<file path="config.mk">
export PLATFORM = sky130hd
export DESIGN_NAME = keycode_sender
export DESIGN_NICKNAME = d
export VERILOG_FILES = /design/src/rtl/keycode_sender.sv
export SDC_FILE = /design/constraint.sdc
export NUM_CORES = 1
export LEC_CHECK = 0
export BUFFER_PORTS_ARGS = -buffer_cell sky130_fd_sc_hd__buf_4
export CELL_PAD_IN_SITES_DETAIL_PLACEMENT = 1
export CELL_PAD_IN_SITES_GLOBAL_PLACEMENT = 2
export CORE_MARGIN = 5
export CORE_UTILIZATION = 36
export DETAILED_ROUTE_END_ITERATION = 10
export PLACE_DENSITY_LB_ADDON = 0.1
export SYNTH_ARGS = -nofsm -noshare
export SYNTH_HDL_FRONTEND = slang
export SYNTH_SLANG_ARGS = --single-unit
</file>
<file path="constraint.sdc">
create_clock -name clk -period 1.95 [get_ports clk]
set_input_delay 0.195 -clock clk [delete_from_list [all_inputs] [get_ports clk]]
set_output_delay 0.195 -clock clk [all_outputs]
set_load 0.005 [all_outputs]
</file>
<file path="src/rtl/keycode_sender.sv">
// Transmit side of the digit-entry key bus: sends a stored CODE_LEN-digit code one digit per beat.
// Optional trailer beat carrying the digit sum mod 10 is enabled by defining KEYCODE_SENDER_CHECKSUM_EN.
module keycode_sender #(
    parameter int          CODE_LEN   = 6,
    parameter int          GAP_CYCLES = 0,
    parameter logic [3:0]  IDLE_KEY   = 4'hF
) (
    input  logic       clk,
    input  logic       reset,
    input  logic       start,
    input  logic       abort,
    input  logic       code_wr,
    input  logic [2:0] code_idx,
    input  logic [3:0] code_data,
    output logic [3:0] key_out,
    output logic       key_valid,
    output logic       busy,
    output logic       done
);

    localparam int IDX_W = (CODE_LEN > 1) ? $clog2(CODE_LEN) : 1;
    localparam int GAP_W = (GAP_CYCLES > 0) ? $clog2(GAP_CYCLES + 1) : 1;
    localparam logic [IDX_W-1:0] LAST_IDX = IDX_W'(CODE_LEN - 1);

    typedef enum logic [2:0] {IDLE, SEND, GAP, TRAIL, FIN} state_t;

`ifdef KEYCODE_SENDER_CHECKSUM_EN
    localparam state_t AFTER_LAST = TRAIL;
`else
    localparam state_t AFTER_LAST = FIN;
`endif

    state_t           state, state_next;
    logic [IDX_W-1:0] idx, idx_next;
    logic [GAP_W-1:0] gap_cnt;
    logic [3:0]       code [CODE_LEN];
    logic [3:0]       digit_sel;
    logic [3:0]       checksum;
    logic             last_digit;
    logic             gap_end;

    logic [3:0] key_d;
    logic       valid_d, busy_d, done_d;

    function automatic logic [3:0] default_digit(input int i);
        case (i)
            0, 1:    return 4'd3;
            2, 4:    return 4'd5;
            3:       return 4'd2;
            5:       return 4'd6;
            default: return 4'd0;
        endcase
    endfunction

    assign last_digit = (idx == LAST_IDX);
    assign gap_end    = (32'(gap_cnt) == GAP_CYCLES - 1);

    // State register
    always_ff @(posedge clk or posedge reset) begin
        if (reset) begin
            state <= IDLE;
            idx   <= '0;
        end else begin
            state <= state_next;
            idx   <= idx_next;
        end
    end

    // Next-state logic
    always_comb begin
        // NOTE: every comb output gets a default first so no path can infer a latch.
        state_next = state;
        idx_next   = idx;
        case (state)
            IDLE: begin
                idx_next = '0;
                if (start && !abort) state_next = SEND;
            end
            SEND: begin
                if (abort)                state_next = IDLE;
                else if (GAP_CYCLES > 0)  state_next = GAP;
                else if (last_digit)      state_next = AFTER_LAST;
                else begin
                    state_next = SEND;
                    idx_next   = idx + 1'b1;
                end
            end
            GAP: begin
                if (abort) state_next = IDLE;
                else if (gap_end) begin
                    if (last_digit) state_next = AFTER_LAST;
                    else begin
                        state_next = SEND;
                        idx_next   = idx + 1'b1;
                    end
                end
            end
            TRAIL:   state_next = abort ? IDLE : FIN;
            FIN:     state_next = IDLE;
            default: state_next = IDLE;
        endcase
    end

    // Output logic: outputs are computed from the upcoming state and registered
    always_comb begin
        digit_sel = IDLE_KEY;
        for (int i = 0; i < CODE_LEN; i++)
            if (idx_next == IDX_W'(i)) digit_sel = code[i];

        key_d   = IDLE_KEY;
        valid_d = 1'b0;
        busy_d  = 1'b0;
        done_d  = 1'b0;
        case (state_next)
            SEND:  begin key_d = digit_sel; valid_d = 1'b1; busy_d = 1'b1; end
            GAP:   busy_d = 1'b1;
            TRAIL: begin key_d = checksum;  valid_d = 1'b1; busy_d = 1'b1; end
            FIN:   done_d = 1'b1;
            default: ;
        endcase
    end

`ifdef KEYCODE_SENDER_CHECKSUM_EN
    logic [6:0] digit_sum;
    always_comb begin
        digit_sum = '0;
        for (int i = 0; i < CODE_LEN; i++) digit_sum = digit_sum + 7'(code[i]);
        checksum = 4'(digit_sum % 7'd10);
    end
`else
    assign checksum = IDLE_KEY;
`endif

    always_ff @(posedge clk or posedge reset) begin
        if (reset) begin
            key_out   <= IDLE_KEY;
            key_valid <= 1'b0;
            busy      <= 1'b0;
            done      <= 1'b0;
        end else begin
            // NOTE: sequential state uses non-blocking assignments so every register samples pre-edge values.
            key_out   <= key_d;
            key_valid <= valid_d;
            busy      <= busy_d;
            done      <= done_d;
        end
    end

    always_ff @(posedge clk or posedge reset) begin
        if (reset) gap_cnt <= '0;
        else if (state == GAP) gap_cnt <= gap_cnt + 1'b1;
        else gap_cnt <= '0;
    end

    // Code store: writable only while idle so a sequence always sends a stable code
    always_ff @(posedge clk or posedge reset) begin
        if (reset) begin
            // NOTE: this small store is reset on purpose; reset must restore the default code.
            for (int i = 0; i < CODE_LEN; i++) code[i] <= default_digit(i);
        end else if (code_wr && state == IDLE) begin
            for (int i = 0; i < CODE_LEN; i++)
                if (code_idx == 3'(i)) code[i] <= code_data;
        end
    end

endmodule

</file>
==> out/metrics.yaml, run 1 <==
status:
  outcome: "finished, violations left"
  violations: "setup timing"
detailed_routing:
  vias_per_cell: 4.98
  drt-met1-wl_mm: 1.87
  met2_length_mm: 2.30
  drt_iter0_drc: 56
  wl_met3_microns: 132
  ant_nets: 0
  drt-total-wl_mm: 4.39
  drt_pass1_iterations: 4
  wire_per_inst_microns: 17.5
  top_layer: "met4"
  vias: 1251
  drc: 0
synth:
  syn_inst: 134
  synth-edff-count: 0
  ys.flop_type: "dfrtp_1"
  async_flop_share_pct: 100
  synth_cell_types: 40
  avgSynthCellArea_sq_um: 13.2
  synth_largest_area_cell: "dfrtp_1"
  ys_ff_latch: 37
  ys_top_cells_by_area: "dfrtp_1, dfstp_2, mux2_2"
  synth_fp_nets: 148
  syn_area_sq_um: 1770
  ys_seq_area_share_pct: 53.2
  synth_top_area_share_pct: 31.0
  yosys_warnings: 0
timing:
  relSlewSlack_pct: 68.2
  drv_slew: 0
  finalCritPeriodShare_pct: 102
  worst_slack_ns: -0.0343
  skew_ns: 0.00443
  period_minus_slack_ns: 1.98
  clock.fmax_mhz: 504
  worst_pin_slew_ns: 0.476
  finalSetupViolCount: 8
  hold_viol: 0
  grt_setup_unrepaired: "yes"
clock_network:
  clockRootBuffer: "clkbuf_8"
  clk_pin_slew_ns: 0.07
  cts.sink_count: 37
  clk_path_buf_depth: 2
  cts_tree: "done"
  numCtsBuffers: 5
  h-tree-depth: 2
  clk_latency_ns: 0.28
critical_path:
  rrSetupSlack_ns: -0.03
  path_class: "reg2reg"
  r2r_cells: 7
  crit_path_max_incr_delay_ns: 0.38
  critPathCaptureType: "register"
  cp_max_fo: 4
  crit_chain: "or2_1, buf_6, nor3b_4, and2b_1, nand2_1, nor2_4, mux2_4"
  required_ns: 2.11
  timing.rr.end: "code[7]"
  crit_slowest_cell: "dfrtp_1"
  critPathLaunchType: "register"
  crit_path_start: "state[2]"
  reg2reg_from: "state[2]"
  endpoint: "code[7]"
  cp.arrival_ns: 2.15
floorplan:
  start_util_pct: 37.3
  core_sq_um: 4750
  rows: 25
  dieArea_sq_um: 6430
  die_w_microns: 80.2
  die_h_microns: 80.2
  pin_count: 19
placed_design:
  dp_hpwl_mm: 2.97
  numPortBuffers: 18
  gp_congestion: 0.752
  place_ws_ns: -0.173
cells_and_area:
  regArea_sq_um: 945
  area_growth_pct: 39.3
  postLayoutCoreUtil_pct: 52.0
  layout-drive-gt1-share_pct: 62.0
  final_nets: 197
  diodes: 0
  n_fill_cell: 497
  multi_input_area_sq_um: 942
power:
  vdd_ir_drop_max_mv: 0.409
  leakage_nw: 1.10
  power_mw: 2.13
  powerDensity_nw_per_um2: 864
grt:
  antenna_found_initial: 0
  grt_pass1_wl_mm: 7.32
  grt_max_degree: 38
  grt_overflow: 0
  grtUsageTotal_pct: 15.3
  grt_pass1_vias: 1394
worst_hold_path:
  hp-class: "in2async"
run:
  max-cap-violations: 0
-- cell families after synthesis --
group                    synth area share, %
AO/OA/AOI/OAI                           10.5
adder cells (fa/ha/maj)                 1.41
buffers and inverters                   3.03
flip-flops                              53.2
multiplexers                            19.3
AND/OR/NAND/NOR                         12.5
-- layout make-up --
type,count,area share (%)
timing repair buffer,44,14.5
multi-input combinational,88,38.1
tap,67,3.39
sequential,37,38.2
clock inverter,1,1.22
clock buffer,7,3.49
inverter,7,1.06
-- flip-flops by register name, summed over array words and instances (netlist names) --
register	flops
done	1
key_valid	1
state	3
idx	3
key_out	4
code	24
busy	1
-- cells in the final DEF (no fill, tap or decap), types with 2 or more instances in the layout --
| cell type | synthesis | layout |
|---|---|---|
| nand2_1 | 4 | 4 |
| nor4b_1 | 3 | 3 |
| nor3b_4 | 1 | 2 |
| a31oi_1 | 3 | 3 |
| mux2_4 | 0 | 9 |
| and2_1 | 2 | 2 |
| o21ai_1 | 3 | 4 |
| mux2i_1 | 5 | 5 |
| clkbuf_8 | 0 | 6 |
| mux2_2 | 26 | 17 |
| nand3_1 | 3 | 2 |
| dfrtp_1 | 22 | 22 |
| nand2b_1 | 3 | 2 |
| nor2_1 | 4 | 2 |
| a221o_1 | 2 | 2 |
| inv_1 | 6 | 6 |
| buf_6 | 2 | 4 |
| nor2_4 | 0 | 3 |
| dfstp_2 | 15 | 15 |
| a21oi_1 | 4 | 2 |
| a221oi_4 | 1 | 2 |
| buf_4 | 0 | 39 |
| o21bai_4 | 1 | 2 |
-- per-stage QoR --
step                      hold WS [ns]  TNS (ns)  instance area [sq um]  instances
after floorplan                  0.266         0                   1780        134
after global placement           0.333     -1.29                   2090        232
after detailed placement         0.345     -2.20                   2090        232
after CTS                       0.0402   -0.0531                   2390        250
after global routing            0.0625     -1.85                   2470        251
final                           0.0204    -0.126                   2470        251
-- per-layer routing --
layer | up-vias | track usage, %
met5 | - | 0
met4 | 0 | 5.41
met3 | 8 | 3.70
met2 | 25 | 26.6
met1 | 630 | 18.3
li1 | 588 | -
-- worst min path at each step --
stage | from | end | slack [ns] | cells past startpoint
global route | reset | code[3] | 0.06 | 3
finish | reset | code[3] | 0.02 | 3
CTS | reset | code[3] | 0.04 | 3
floorplan | abort | done | 0.27 | 1
detailed placement | reset | code[3] | 0.34 | 3
global placement | reset | idx[0] | 0.33 | 3
-- worst max-delay path: cells and delay by family (launching register included) --
kind                   cells  cell delay [ns]
multiplexers               1             0.33
AND/OR/NAND/NOR            5             1.02
buffers and inverters      1             0.14
flip-flops                 1             0.38
-- cells in the mapped netlist (all sizes together) (4+ instances only) --
master / instances
a21oi: 4
dfrtp: 22
dfstp: 15
inv: 7
mux2: 26
mux2i: 5
nand2: 4
nor2: 6
o21ai: 5
-- timing repair --
action / CTS / global route
setup buffers: 9 / 1
gates cloned: 1 / 0
gates resized for setup: 20 / 16
hold buffers: 0 / 0
endpoints found under the setup margin: 20 / 22
pin swaps: 4 / 7
-- power breakdown --
part,total [mW],leakage [nW],switching [mW],internal (mW)
combinational,0.430,0.606,0.172,0.258
clock,0.677,0.0585,0.260,0.417
sequential,1.03,0.436,0.0738,0.954
total,2.13,1.10,0.506,1.63
(Power assumes the default switching activity.)
==> inputs of run 2 (changes only) <==
--- a/config.mk
+++ b/config.mk
@@ -15,3 +15,4 @@
 export SYNTH_ARGS = -nofsm -noshare
 export SYNTH_HDL_FRONTEND = slang
 export SYNTH_SLANG_ARGS = --single-unit
+export TNS_END_PERCENT = 30
==> out/metrics.yaml, run 2 (synthesized netlist as in run 1, its figures left out) <==
timing:
  period_minus_slack_ns: 1.98  # -0.000156 ns
  holdWs_ns: 0.0180  # -0.00244 ns
  fin_setup_tns_ns: -0.112  # +0.0140 ns
  grt_setup_unrepaired: "yes"
  hold_viol: 0  # unchanged
  relSlewSlack_pct: 68.8  # +0.54 points
  clock.fmax_mhz: 504  # about the same
  finalSetupViolCount: 7  # -1
  finalCritPeriodShare_pct: 102  # about the same
  worst_pin_slew_ns: 0.468  # -0.00805 ns
  skew_ns: 0.00356  # -0.000871 ns
  drv_slew: 0  # unchanged
  worst_slack_ns: -0.0341  # +0.000156 ns
grt:
  grt_overflow: 0  # unchanged
  grt_pass1_wl_mm: 7.32  # unchanged
  antenna_found_initial: 0  # unchanged
  grt_max_degree: 38  # unchanged
  grt_pass1_vias: 1394  # unchanged
  grtUsageTotal_pct: 15.3  # unchanged
placed_design:
  dp_hpwl_mm: 2.97  # unchanged
  numPortBuffers: 18  # unchanged
  gp_congestion: 0.752  # unchanged
critical_path:
  reg2reg_from: "state[2]"
  required_ns: 2.11  # about the same
  cp_max_fo: 4  # unchanged
  crit_path_max_incr_delay_ns: 0.38  # about the same
  crit_chain: "or2_1, buf_6, nor3b_4, and2b_1, nand2_1, nor2_4, mux2_4"
  critPathCaptureType: "register"
  crit_path_start: "state[2]"
  crit_slowest_cell: "dfrtp_1"
  critPathLaunchType: "register"
  path_class: "reg2reg"
  cp.arrival_ns: 2.15  # about the same
cells_and_area:
  area_growth_pct: 37.6
  reg_top3: "code (24), key_out (4)"
  layout-drive-gt1-share_pct: 61.7  # -0.21 points
  diodes: 0  # unchanged
  layout_commonest_cell: "buf_4"
  regMostFlops: "code"
  layout_common_cells: "buf_4, dfrtp_1, mux2_2"
  postLayoutCoreUtil_pct: 51.3  # -0.63 points
  final_nets: 196  # -0.51%
  largest_reg_flops: 24  # unchanged
detailed_routing:
  drt_iter0_drc: 43  # -23%
  drt_pass1_iterations: 4  # unchanged
  drc: 0  # unchanged
  ant_nets: 0  # unchanged
  wire_per_inst_microns: 17.5  # -0.17%
  vias: 1248  # -0.24%
  drt-total-wl_mm: 4.37  # -0.57%
  vias_per_cell: 4.99  # +0.16%
floorplan:
  rows: 25  # unchanged
  pin_count: 19  # unchanged
  dieArea_sq_um: 6430  # unchanged
  die_h_microns: 80.2  # unchanged
  die_w_microns: 80.2  # unchanged
  core_sq_um: 4750  # unchanged
  start_util_pct: 37.3  # unchanged
clock_network:
  clk_path_buf_depth: 2  # unchanged
  h-tree-depth: 2  # unchanged
  clk_latency_ns: 0.28  # about the same
  clk_pin_slew_ns: 0.07  # about the same
  cts.sink_count: 37  # unchanged
  cts_tree: "done"
  numCtsBuffers: 5  # unchanged
  clockRootBuffer: "clkbuf_8"
worst_hold_path:
  hp-class: "in2async"
power:
  powerDensity_nw_per_um2: 867  # +0.43%
  vdd_ir_drop_max_mv: 0.407  # -0.44%
  leakage_nw: 1.09  # -1.3%
run:
  max-cap-violations: 0  # unchanged
status:
  outcome: "finished, violations left"
  violations: "setup timing"
==> run 2: worst paths after layout <==
check / to / slack [ns] / cells after the start
worst max-delay path: code[7] / -0.03 / 7
worst max register to register: code[7] / -0.03 / 7
worst min-delay path: code[3] / 0.02 / 3
worst min register to register: code[10] / 0.51 / 1
min in group clk: state[2] / 0.16 / 2
max in group asynchronous: code[1] / 1.57 / 3
==> run 2: worst max-delay path, delay by kind of cell (launching register included) <==
kind | cells | cell delay, ns
and+or+nand+nor | 5 | 1.02
DFF | 1 | 0.38
muxes | 1 | 0.33
buffers and inverters | 1 | 0.14
==> run 2: stage by stage <==
step	instance area, sq um	power (mW)	setup slack (ns)	std cells
final	2440	2.12	-0.0341	250
after global routing	2440	2.23	-0.114	250
after CTS	2390	2.12	-0.0257	250
after detailed placement	2090	1.39	-0.173	232
after global placement	2090	1.37	-0.130	232
after floorplan	1780	1.25	0.0233	134
==> run 2: power breakdown <==
| part | switching [mW] | total (mW) | internal, mW |
|---|---|---|---|
| sequential | 0.0739 | 1.03 | 0.954 |
| combinational | 0.166 | 0.415 | 0.249 |
| clock | 0.258 | 0.675 | 0.417 |
| total | 0.497 | 2.12 | 1.62 |
==> run 2: what timing repair did <==
| action | CTS | global route |
|---|---|---|
| pin swaps | 4 | 4 |
| gates resized for setup | 20 | 11 |
| setup endpoints to repair | 20 | 22 |
| gates cloned | 1 | 0 |
| hold buffers | 0 | 0 |
| setup buffers | 9 | 0 |
==> run 2: metal layers <==
metal | track usage [%] | vias to the layer above | wire (microns)
met5 | 0 | - | 0
met4 | 5.41 | 0 | 85
met3 | 3.70 | 8 | 123
met2 | 26.6 | 20 | 2310
met1 | 18.3 | 636 | 1850
li1 | - | 584 | -
==> run 2: area by class of cell <==
cell class | count | area [sq um]
Timing Repair Buffer | 43 | 347
Fill cell | 493 | 2310
Clock inverter | 1 | 30.0
Clock buffer | 7 | 86.3
Multi-Input combinational cell | 88 | 923
Tap cell | 67 | 83.8
Inverter | 7 | 26.3
Sequential cell | 37 | 945
